<file path="src/rtl/mc_port_arbiter.sv">
`default_nettype none
// ============================================================================
// mc_port_arbiter : round-robin share of one MC port among NUM_REQ requesters
// Revision: 1.0
// ============================================================================
module mc_port_arbiter #(
    parameter int NUM_REQ         = 4,
    parameter int ID_WID          = 2,
    parameter int TAG_WID         = 8,
    parameter int MC_RTNCTL_WIDTH = 32,
    parameter int MAX_OUT         = 8
) (
    input  logic                          clk,
    input  logic                          reset,
    input  logic [NUM_REQ-1:0]            req_vld,
    input  logic [3*NUM_REQ-1:0]          req_cmd,
    input  logic [4*NUM_REQ-1:0]          req_scmd,
    input  logic [48*NUM_REQ-1:0]         req_vadr,
    input  logic [2*NUM_REQ-1:0]          req_size,
    input  logic [64*NUM_REQ-1:0]         req_data,
    input  logic [TAG_WID*NUM_REQ-1:0]    req_tag,
    output logic [NUM_REQ-1:0]            req_grant,
    output logic [NUM_REQ-1:0]            rsp_vld,
    output logic [2:0]                    rsp_cmd,
    output logic [63:0]                   rsp_data,
    output logic [TAG_WID-1:0]            rsp_tag,
    output logic                          mc_rq_vld,
    output logic [2:0]                    mc_rq_cmd,
    output logic [3:0]                    mc_rq_scmd,
    output logic [47:0]                   mc_rq_vadr,
    output logic [1:0]                    mc_rq_size,
    output logic [MC_RTNCTL_WIDTH-1:0]    mc_rq_rtnctl,
    output logic [63:0]                   mc_rq_data,
    output logic                          mc_rq_flush,
    input  logic                          mc_rq_stall,
    input  logic                          mc_rs_vld,
    input  logic [2:0]                    mc_rs_cmd,
    input  logic [3:0]                    mc_rs_scmd,
    input  logic [MC_RTNCTL_WIDTH-1:0]    mc_rs_rtnctl,
    input  logic [63:0]                   mc_rs_data,
    output logic                          mc_rs_stall,
    output logic                          busy
);

    localparam int                 C_CNT_WID = 8;
    localparam logic [C_CNT_WID-1:0] C_MAX_OUT = C_CNT_WID'(MAX_OUT);

    logic [ID_WID-1:0]    r_ptr;
    logic [C_CNT_WID-1:0] r_cnt [NUM_REQ];
    logic [NUM_REQ-1:0]   w_elig;
    logic [NUM_REQ-1:0]   w_inc;
    logic [NUM_REQ-1:0]   w_dec;
    logic                 w_can_grant;
    logic                 w_gnt_any;
    logic [ID_WID-1:0]    w_gnt_idx;
    logic [ID_WID-1:0]    w_cand;
    logic [ID_WID-1:0]    w_rs_id;
    logic                 w_cnt_nz;
    logic [2:0]           w_sel_cmd;
    logic [3:0]           w_sel_scmd;
    logic [47:0]          w_sel_vadr;
    logic [1:0]           w_sel_size;
    logic [63:0]          w_sel_data;
    logic [TAG_WID-1:0]   w_sel_tag;
    logic                 w_unused;

    // A full register may still accept a grant when it is draining this cycle.
    assign w_can_grant = !reset && (!mc_rq_vld || !mc_rq_stall);
    assign w_rs_id     = mc_rs_rtnctl[ID_WID+TAG_WID-1:TAG_WID];
    assign w_unused    = ^{mc_rs_scmd, mc_rs_rtnctl};

    always_comb begin
        w_elig   = '0;
        w_cnt_nz = 1'b0;
        for (int i = 0; i < NUM_REQ; i++) begin
            w_elig[i] = req_vld[i] && (r_cnt[i] < C_MAX_OUT);
            w_cnt_nz  = w_cnt_nz | (r_cnt[i] != '0);
        end
    end

    always_comb begin
        w_gnt_any = 1'b0;
        w_gnt_idx = '0;
        w_cand    = '0;
        for (int k = 0; k < NUM_REQ; k++) begin
            w_cand = ID_WID'((int'(r_ptr) + k) % NUM_REQ);
            if (w_can_grant && !w_gnt_any && w_elig[w_cand]) begin
                w_gnt_any = 1'b1;
                w_gnt_idx = w_cand;
            end
        end
    end

    always_comb begin
        w_sel_cmd  = '0;
        w_sel_scmd = '0;
        w_sel_vadr = '0;
        w_sel_size = '0;
        w_sel_data = '0;
        w_sel_tag  = '0;
        w_inc      = '0;
        w_dec      = '0;
        for (int i = 0; i < NUM_REQ; i++) begin
            w_inc[i] = w_gnt_any && (w_gnt_idx == ID_WID'(i));
            // Ids at or above NUM_REQ match no requester and are dropped here.
            w_dec[i] = mc_rs_vld && (w_rs_id == ID_WID'(i));
            if (w_gnt_idx == ID_WID'(i)) begin
                w_sel_cmd  = req_cmd[i*3 +: 3];
                w_sel_scmd = req_scmd[i*4 +: 4];
                w_sel_vadr = req_vadr[i*48 +: 48];
                w_sel_size = req_size[i*2 +: 2];
                w_sel_data = req_data[i*64 +: 64];
                w_sel_tag  = req_tag[i*TAG_WID +: TAG_WID];
            end
        end
    end

    assign req_grant   = w_inc;
    assign mc_rq_flush = 1'b0;
    assign mc_rs_stall = 1'b0;
    assign busy        = mc_rq_vld || w_cnt_nz;

    always_ff @(posedge clk) begin
        if (reset) begin
            r_ptr        <= '0;
            mc_rq_vld    <= 1'b0;
            mc_rq_cmd    <= '0;
            mc_rq_scmd   <= '0;
            mc_rq_vadr   <= '0;
            mc_rq_size   <= '0;
            mc_rq_rtnctl <= '0;
            mc_rq_data   <= '0;
        end else if (w_gnt_any) begin
            r_ptr        <= (w_gnt_idx == ID_WID'(NUM_REQ-1)) ? '0 : w_gnt_idx + 1'b1;
            mc_rq_vld    <= 1'b1;
            mc_rq_cmd    <= w_sel_cmd;
            mc_rq_scmd   <= w_sel_scmd;
            mc_rq_vadr   <= w_sel_vadr;
            mc_rq_size   <= w_sel_size;
            mc_rq_rtnctl <= MC_RTNCTL_WIDTH'({w_gnt_idx, w_sel_tag});
            mc_rq_data   <= w_sel_data;
        end else if (mc_rq_vld && !mc_rq_stall) begin
            mc_rq_vld    <= 1'b0;
        end
    end

    // Simultaneous increment and decrement cancel; a decrement at zero is ignored.
    always_ff @(posedge clk) begin
        for (int i = 0; i < NUM_REQ; i++) begin
            if (reset) begin
                r_cnt[i] <= '0;
            end else if (w_inc[i] && !(w_dec[i] && r_cnt[i] != '0)) begin
                r_cnt[i] <= r_cnt[i] + 1'b1;
            end else if (!w_inc[i] && w_dec[i] && r_cnt[i] != '0) begin
                r_cnt[i] <= r_cnt[i] - 1'b1;
            end
        end
    end

    always_ff @(posedge clk) begin
        if (reset) begin
            rsp_vld  <= '0;
            rsp_cmd  <= '0;
            rsp_data <= '0;
            rsp_tag  <= '0;
        end else begin
            rsp_vld <= w_dec;
            if (|w_dec) begin
                rsp_cmd  <= mc_rs_cmd;
                rsp_data <= mc_rs_data;
                rsp_tag  <= mc_rs_rtnctl[TAG_WID-1:0];
            end
        end
    end

endmodule
`default_nettype wire
</file>
<file path="config.mk">
export PLATFORM = sky130hd
export DESIGN_NAME = mc_port_arbiter
export DESIGN_NICKNAME = d
export VERILOG_FILES = /design/src/rtl/mc_port_arbiter.sv
export SDC_FILE = /design/constraint.sdc
export NUM_CORES = 1
export LEC_CHECK = 0
export CAP_MARGIN = 5
export CORE_AREA = 5 5 331 333
export CTS_CLUSTER_SIZE = 24
export DETAILED_ROUTE_END_ITERATION = 6
export DIE_AREA = 0 0 336 338
export DONT_BUFFER_PORTS = 1
export MAX_ROUTING_LAYER = met4
export SYNTH_ARGS = -nofsm -noshare
export SYNTH_HDL_FRONTEND = slang
export SYNTH_SLANG_ARGS = --single-unit
</file>
<file path="constraint.sdc">
create_clock -name clk -period 9.1 [get_ports clk]
set_input_delay 1.82 -clock clk [delete_from_list [all_inputs] [get_ports clk]]
set_output_delay 1.82 -clock clk [all_outputs]
set_load 0.02 [all_outputs]
</file>
==> flow_summary.ini, run 1 <==
[global_routing]
grt_util_all_layers_pct = 13.6
grt_pass1_vias = 12236
antenna_found_initial = 63
grt_max_degree = 219
grt_overflow = 0
grt_pass1_wl_um = 103000

[synth]
synth_top_area_cell = dfxtp_1
synth_area_leaders = dfxtp_1 (30%), a21oi_1 (9.8%), nand2_1 (7.0%)
synth_top_area_share_pct = 30.2
synth_edf_count = 32
ys_dominant_reg_cell = dfxtp_1
synthCells = 1882
synth_area_mm2 = 0.0141
synth_cell_type_count = 56
syn_avg_cell_area_um2 = 7.49
ys_async_sr_fraction_pct = 0
yosysSeqAreaShare_pct = 37.1
yosysWarnings = 0
ys_ff_latch = 245

[sta]
setup_viol = 0
slew_viol_final = 0
skew_ps = 17.1
period_minus_slack_ps = 6000
hold_viol = 0
rsz0062_at_grt = no
fmax_mhz = 167
timing.final.crit_share_pct = 66.0
slew_headroom_pct = 26.3
worst_pin_slew_ps = 1110
setup-tns-final_ps = 0

[final_layout]
design_area_mm2 = 0.0165
nNetsFinal = 2402
multi_input_area_mm2 = 0.00808
drive_gt1_share_pct = 4.66
fillers = 12133
areaGrowthSynthToFinish_pct = 17.0
regArea_mm2 = 0.00523

[outcome]
outcome = complete, no violations

[floorplan]
ioPinCount = 867
die_w_um = 336
fp.dieArea_mm2 = 0.114
initial_core_util_pct = 13.3
fp.dieH_um = 338
rows = 120
core_region_area_mm2 = 0.106

[worst_setup_path]
critPathSlowestCell = ha_4
rr_worst_depth = 12
cp.arrival_ps = 4180
endpoint_kind = output port
r2r_slack_ps = 4070
max_stage_delay_ps = 710
crit_type = input port to output port
crit_chain = a21oi_1 > o2111ai_1 > inv_1 > ha_4 > and2_1
start_kind = input port
crit_fanout = 218
crit_required_ps = 7280

[routing]
wl_per_cell_um = 24.9
antenna_left = 0
drt_iter0_markers = 804
num_vias = 13529
drt-total-wl_um = 80700
via_per_inst = 4.18
drc = 0
first_pass_iters = 7

[cts]
cts_resized = 0
htreeDepth = 2
postCtsSetupBuffers = 0
path_clk_slew_ps = 60
cts_max_path_buffers = 3
cts_buffers = 35
cts_tree = built
clockRootBuffer = clkbuf_16
ctsHoldBuffers = 0
clk_latency_ps = 570
cts_sinks = 245

[placed_design]
post_dp_cell_area_mm2 = 0.0153
dpl.hpwl_um = 65200
numPortBuffers = 0
place_congestion = 0.850

[hold_path]
hold_class = flop to flop
min_path_cells = 2

[power_and_ir_drop]
peakVddDrop_mv = 0.0912
p_per_area_mw_per_mm2 = 192
power_leakage_uw = 0.00535
finalPower_uw = 3170

[run]
maxCapViolations = 0
[power by group]
part | internal (uW) | switching (uW)
Combinational | 160 | 264
Sequential | 1180 | 202
Clock | 802 | 562
[kinds of logic after synthesis]
group                      Yosys count  share of synthesized area [%]
xor gates and xnor gates             3                          0.284
AOI/OAI and AO/OA                  587                           24.4
and+or+nand+nor                    730                           24.5
DFF                                245                           37.1
buffers and inverters              221                           6.59
other                                1                         0.0266
adders and majority gates           17                           1.56
muxes                               78                           5.56
[cells in the final DEF (no fill, tap or decap), types with 4 or more instances in the layout]
cell,synthesis,routed
clkbuf_8,0,5
a211oi_1,8,8
conb_1,1,24
clkbuf_1,139,4
o21ai_0,129,129
nand3b_1,124,124
a31oi_1,4,4
nor2_1,237,237
nand2_1,264,264
o211ai_1,124,124
ha_4,0,4
a221oi_1,21,21
clkbuf_16,0,35
nor3_1,24,24
nor4_1,4,4
diode_2,0,52
or3_1,12,12
mux2i_1,75,75
edfxtp_1,32,32
buf_4,24,12
inv_1,23,23
nor2b_1,10,10
nand2b_1,12,12
a21oi_1,277,277
a41oi_1,4,4
dfxtp_1,213,213
and3_1,13,13
ha_1,16,12
nand3_1,13,13
a2bb2oi_1,4,4
clkinv_2,0,7
[registers in the layout, indices dropped and copies added, names as in the netlist, 2 cells and up]
register,count
mc_rq_cmd,3
mc_rq_data,64
mc_rq_rtnctl,10
mc_rq_scmd,4
mc_rq_size,2
mc_rq_vadr,48
r_cnt,32
r_ptr,2
rsp_cmd,3
rsp_data,64
rsp_tag,8
rsp_vld,4
[cell type report]
class,count,area share (%)
Tap cell,1403,10.6
Sequential cell,245,31.7
Antenna cell,52,0.789
Clock inverter,15,0.872
Multi-Input combinational cell,1439,49.0
Timing Repair Buffer,13,0.668
Inverter,24,0.546
Clock buffer,44,5.82
[metal layers]
metal / GRT usage, % / up-vias / wire (um)
met4: 6.83 / 0 / 3990
met5: - / - / 0
li1: - / 6434 / -
met2: 22.4 / 742 / 39000
met1: 12.8 / 6237 / 27700
met3: 7.53 / 116 / 10100
[through the flow]
stage | std cells | hold slack [ps] | utilization (%) | setup WS (ps)
floorplan | 1905 | 496 | - | 3820
global placement | 3124 | 516 | 14.4 | 3190
detailed placement | 3124 | 519 | 14.4 | 3100
CTS | 3183 | 533 | 15.4 | 3150
global route | 3230 | 569 | 15.5 | 2920
finish | 3235 | 542 | 15.5 | 3100
[final timing paths]
kind / endpoint / startpoint
max: req_grant[3] / reset
min: r_ptr[0]$_SDFFE_PP0N_ / r_ptr[0]$_SDFFE_PP0N_
max reg2reg: mc_rq_data[33]$_SDFFE_PP0N_ / r_cnt[2][6]$_SDFFCE_PN0P_
min reg2reg: r_ptr[0]$_SDFFE_PP0N_ / r_ptr[0]$_SDFFE_PP0N_
[cells in the mapped netlist (21+ instances only)]
| cell | n |
|---|---|
| a21oi_1 | 277 |
| a221oi_1 | 21 |
| buf_1 | 26 |
| buf_4 | 24 |
| clkbuf_1 | 139 |
| dfxtp_1 | 213 |
| edfxtp_1 | 32 |
| inv_1 | 23 |
| mux2i_1 | 75 |
| nand2_1 | 264 |
| nand3b_1 | 124 |
| nor2_1 | 237 |
| nor3_1 | 24 |
| o211ai_1 | 124 |
| o21ai_0 | 129 |
[critical path, delay by kind of cell]
kind | cells | cell delay (ps)
fa+ha+maj | 1 | 710
buf+inv | 1 | 340
compound gates | 2 | 820
simple gates | 1 | 420
Note: power is estimated with default switching activity, not from simulation.
==> run 2, diff against run 1 <==
Settings changed: CORE_AREA 5 5 331 333 to 5 5 334 336, DIE_AREA 0 0 336 338 to 0 0 339 341.
Clock period 9.1 ns to 5.72 ns, I/O delays scaled along.
==> run 2 against run 1 <==
  * Sequential share of layout area fell by 0.39 points
  * Sequential power grew 58%
  * Clock skew increased by 21 ps
  * Flip-flop and latch count is the same
  * Final area grew 1.2%
  * Critical endpoint is now req_grant[0]
  * Largest power group is now the clock network
==> flow_summary.ini, run 2 (synthesis results as in run 1) <==
[outcome]
outcome = complete, no violations

[cts]
htreeDepth = 2
cts_tree = built
cts_resized = 0
postCtsSetupBuffers = 0
clk_latency_ps = 580
clockRootBuffer = clkbuf_16
cts_max_path_buffers = 3
cts_sinks = 245
ctsHoldBuffers = 0
path_clk_slew_ps = 60
cts_buffers = 37

[final_layout]
layout_commonest_cell = a21oi_1
finalNonFillerCells = 3239
reg_top3 = mc_rq_data: 64 flops, rsp_data: 64 flops, mc_rq_vadr: 48 flops
drive_gt1_share_pct = 4.97
nNetsFinal = 2408
mostFrequentLayoutCells = a21oi_1 (277), nand2_1 (264), nor2_1 (237), dfxtp_1 (213), o21ai_0 (129)
fillers = 12320
areaGrowthSynthToFinish_pct = 18.5

[floorplan]
core_region_area_mm2 = 0.108
rows = 121
ioPinCount = 867
initial_core_util_pct = 13.0
fp.dieH_um = 341
fp.dieArea_mm2 = 0.116
die_w_um = 339

[worst_setup_path]
crit_required_ps = 4580
crit_buf_inv = 0
crit_chain = nor4_1 > and3b_1 > a21oi_1 > o2111ai_1 > ha_4 > and2_1
rr_worst_depth = 11
reg2reg_from = r_cnt[2][6]$_SDFFCE_PN0P_
cp.arrival_ps = 3740
crit_fanout = 59
crit_family = simple AND/OR/NAND/NOR gates
start_kind = flop
crit_type = flop to output port
critPathSlowestCell = ha_4
r2r_slack_ps = 1190
endpoint_kind = output port
reg2reg_to = mc_rq_vadr[18]$_SDFFE_PP0N_
max_stage_delay_ps = 800

[routing]
wl_per_cell_um = 23.4
antenna_left = 0
drc = 0
first_pass_iters = 5
via_per_inst = 4.22
drt_iter0_markers = 1026
drt-total-wl_um = 75800
num_vias = 13664

[power_and_ir_drop]
power_leakage_uw = 0.00545
peakVddDrop_mv = 0.204
p_per_area_mw_per_mm2 = 314

[sta]
skew_ps = 38.4
rsz0062_at_grt = no
hold_viol = 0
slew_viol_final = 0
setup-tns-final_ps = 0
slew_headroom_pct = 33.6
fmax_mhz = 205
timing.final.crit_share_pct = 85.3
period_minus_slack_ps = 4880
worst_pin_slew_ps = 996
setup_viol = 0

[placed_design]
dpl.hpwl_um = 60800
place_inst = 3139
numPortBuffers = 0
place_congestion = 0.954

[run]
maxCapViolations = 0

[hold_path]
min_path_cells = 2
min_from = r_ptr[0]$_SDFFE_PP0N_
hold_class = flop to flop
hold_path_end = r_ptr[0]$_SDFFE_PP0N_

[global_routing]
grt_pass1_wl_um = 102000
grt_overflow = 0
grt_max_degree = 219
grt_pass1_vias = 12720
grt_util_all_layers_pct = 12.6
antenna_found_initial = 35
[run 2: metrics by stage]
stage | worst slack [ps] | hold slack (ps) | area (um^2) | util (%) | total power (uW)
after detailed placement | 1020 | 527 | 15400 | 14.2 | 2930
after floorplan | 1560 | 496 | 14200 | - | 2680
after global routing | 667 | 571 | 16700 | 15.4 | 5540
after global placement | 946 | 521 | 15400 | 14.2 | 2920
final | 840 | 549 | 16700 | 15.4 | 5240
after CTS | 780 | 535 | 16600 | 15.3 | 5380
[run 2: power by group]
part           internal (uW)  switching (uW)
Sequential              1880             311
Clock                   1440             923
Combinational            262             421
[run 2: layout make-up]
| class | count | area [um^2] | area share (%) |
|---|---|---|---|
| multi-input cells | 1439 | 8080 | 48.4 |
| flip-flops and latches | 245 | 5230 | 31.3 |
| well taps | 1414 | 1770 | 10.6 |
| clock buffers | 52 | 1060 | 6.37 |
| repair buffers | 17 | 203 | 1.21 |
| clock inverters | 14 | 183 | 1.09 |
| inverters | 24 | 90.1 | 0.539 |
| diodes | 34 | 85.1 | 0.510 |
[run 2: how the worst max path moves through the flow]
| stage | depth (start not counted) | end | start | slack, ps |
|---|---|---|---|---|
| final | 6 | req_grant[0] | r_cnt[2][6]$_SDFFCE_PN0P_ | 840 |
| after global routing | 6 | req_grant[0] | r_cnt[2][6]$_SDFFCE_PN0P_ | 670 |
| after CTS | 6 | req_grant[0] | r_cnt[2][6]$_SDFFCE_PN0P_ | 780 |
| after detailed placement | 16 | r_cnt[2][7]$_SDFFCE_PN0P_ | req_vld[0] | 1020 |
| after global placement | 16 | r_cnt[2][6]$_SDFFCE_PN0P_ | req_vld[0] | 950 |
| after floorplan | 17 | r_cnt[2][6]$_SDFFCE_PN0P_ | req_vld[0] | 1560 |
[run 2: per-layer routing]
| metal | share of wire, % | track usage [%] |
|---|---|---|
| met2 | 50 | 21.7 |
| met1 | 36 | 12.7 |
| met3 | 12 | 6.44 |
| met4 | 3.0 | 3.59 |
| met5 | 0 | - |
[run 2: worst reg2reg max path, cell delays in order (launching register included)]
cell,delay [ps]
edfxtp_1,400
nor4_1,610
and3b_1,340
a21oi_1,90
o2111ai_1,560
ha_4,260
buf_4,500
buf_4,830
a21oi_1,370
o211ai_1,250
o21ai_0,120
nor2_1,120
==> run 3, diff against run 2 <==
Settings changed: CTS_CLUSTER_DIAMETER from default to 200.
==> run 3 against run 2 <==
  * Final area is 5.0% lower
  * Final cell count fell by 1.3%
  * Register-to-register slack better by 20 ps
  * Maximum frequency rose by 0.65%
  * Non-clock buffer count unchanged
  * Worst hold slack got worse by 2.2 ps
  * Via count shrank 2.0%
  * Largest cell class unchanged
  * Sequential power is essentially flat
  * Core utilization is 0.77 points lower
  * Worst setup slack gained 31 ps
==> flow_summary.ini, run 3 (synthesis results as in run 1) <==
[floorplan]
fp.dieArea_mm2 = 0.116
ioPinCount = 867
initial_core_util_pct = 13.0
fp.dieH_um = 341
rows = 121
core_region_area_mm2 = 0.108
die_w_um = 339

[global_routing]
grt_max_degree = 219
grt_pass1_vias = 12457
grt_overflow = 0
grt_util_all_layers_pct = 12.4
antenna_found_initial = 39
grt_pass1_wl_um = 101000

[outcome]
outcome = complete, no violations

[power_and_ir_drop]
p_per_area_mw_per_mm2 = 255
p_int_uw = 2630
p_clk_share_pct = 29.0
switching_power_uw = 1420
p_sw_share_pct = 35.0
comb_power_share_pct = 16.9
peakVddDrop_mv = 0.143
seqPwrFrac_pct = 54.1
power_leakage_uw = 0.00505

[sta]
period_minus_slack_ps = 4850
setup_viol = 0
setup-tns-final_ps = 0
timing.final.crit_share_pct = 84.8
slew_viol_final = 0
slew_headroom_pct = 33.7
hold_viol = 0
rsz0062_at_grt = no
fmax_mhz = 206
fin_ws_ps = 871
whs_ps = 547
skew_ps = 33.5
worst_pin_slew_ps = 995

[cts]
cts_max_path_buffers = 3
cts_tree = built
clk_latency_ps = 560
clockRootBuffer = clkbuf_16
path_clk_slew_ps = 120
htreeDepth = 1
ctsHoldBuffers = 0
cts_sinks = 245
postCtsSetupBuffers = 0
cts_buffers = 14
cts_resized = 0

[final_layout]
finalNonFillerCells = 3196
nNetsFinal = 2385
drive_gt1_share_pct = 2.87
areaGrowthSynthToFinish_pct = 12.6
reg_top3 = mc_rq_data: 64 flops, rsp_data: 64 flops, mc_rq_vadr: 48 flops
layout_commonest_cell = a21oi_1
mostFrequentLayoutCells = a21oi_1 (277), nand2_1 (264), nor2_1 (237), dfxtp_1 (213), o21ai_0 (129)

[placed_design]
numPortBuffers = 0
dpl.hpwl_um = 60800
place_congestion = 0.954
place_inst = 3139
dp_slack_ps = 1020

[run]
maxCapViolations = 0

[routing]
first_pass_iters = 5
drt-total-wl_um = 75200
antenna_left = 0
wl_met3_um = 9210
drc = 0
via_per_inst = 4.19
drt_iter0_markers = 918
met2_length_um = 37400
routed.top_layer = met4
wl_per_cell_um = 23.5
wl_met1_um = 26500
num_vias = 13394

[worst_setup_path]
start_kind = flop
crit_fanout = 59
cp.arrival_ps = 3710
endpoint_kind = output port
crit_required_ps = 4580
crit_type = flop to output port

[hold_path]
hold_class = flop to flop
run 3: changes by cell type in the layout (fill, tap and decap cells not counted), moves of 3 or more:
cell	delta
bufinv_16	-3
clkinv_2	-4
clkbuf_1	-6
clkbuf_8	-6
diode_2	+3
clkbuf_16	-23
run 3: power by group through the flow:
stage / Clock (uW) / Sequential [uW] / Combinational, uW
3_3_place_gp: 0 / 2250 / 669
4_1_cts: 1270 / 2210 / 686
5_1_grt: 1320 / 2210 / 774
3_5_place_dp: 0 / 2250 / 681
6_report: 1170 / 2190 / 682
2_1_floorplan: 0 / 2120 / 561
run 3: path summary, 6_finish.rpt:
kind         cells after the start                           to  slack (ps)                       from
max                              6                 req_grant[0]         870  r_cnt[2][6]$_SDFFCE_PN0P_
min                              2        r_ptr[0]$_SDFFE_PP0N_         550      r_ptr[0]$_SDFFE_PP0N_
max reg2reg                     11  mc_rq_vadr[18]$_SDFFE_PP0N_        1210  r_cnt[2][6]$_SDFFCE_PN0P_
min reg2reg                      2        r_ptr[0]$_SDFFE_PP0N_         550      r_ptr[0]$_SDFFE_PP0N_
run 3: final cells by class:
cell class              count  area, um^2
multi-input cells        1439        8080
repair buffers             17         203
inverters                  24        90.1
clock buffers              17         383
clock inverters             3        25.0
diodes                     37        92.6
well taps                1414        1770
fillers                 12370       92400
flip-flops and latches    245        5230
run 3: layer usage:
metal	vias up	global-route usage, %
li1	6351	-
met1	6297	12.4
met2	677	21.5
met3	69	6.23
met4	0	3.33
met5	-	-
run 3: critical path, cell delays in order (launching register included):
cell,delay (ps)
edfxtp_1,420
nor4_1,570
and3b_1,330
a21oi_1,90
o2111ai_1,560
ha_4,800
and2_1,360
run 3: through the flow:
stage / total power, uW / instance area, um^2 / utilization (%)
6_report: 4040 / 15900 / 14.7
3_5_place_dp: 2930 / 15400 / 14.2
4_1_cts: 4170 / 15800 / 14.6
2_1_floorplan: 2680 / 14200 / -
5_1_grt: 4310 / 15900 / 14.7
3_3_place_gp: 2920 / 15400 / 14.2
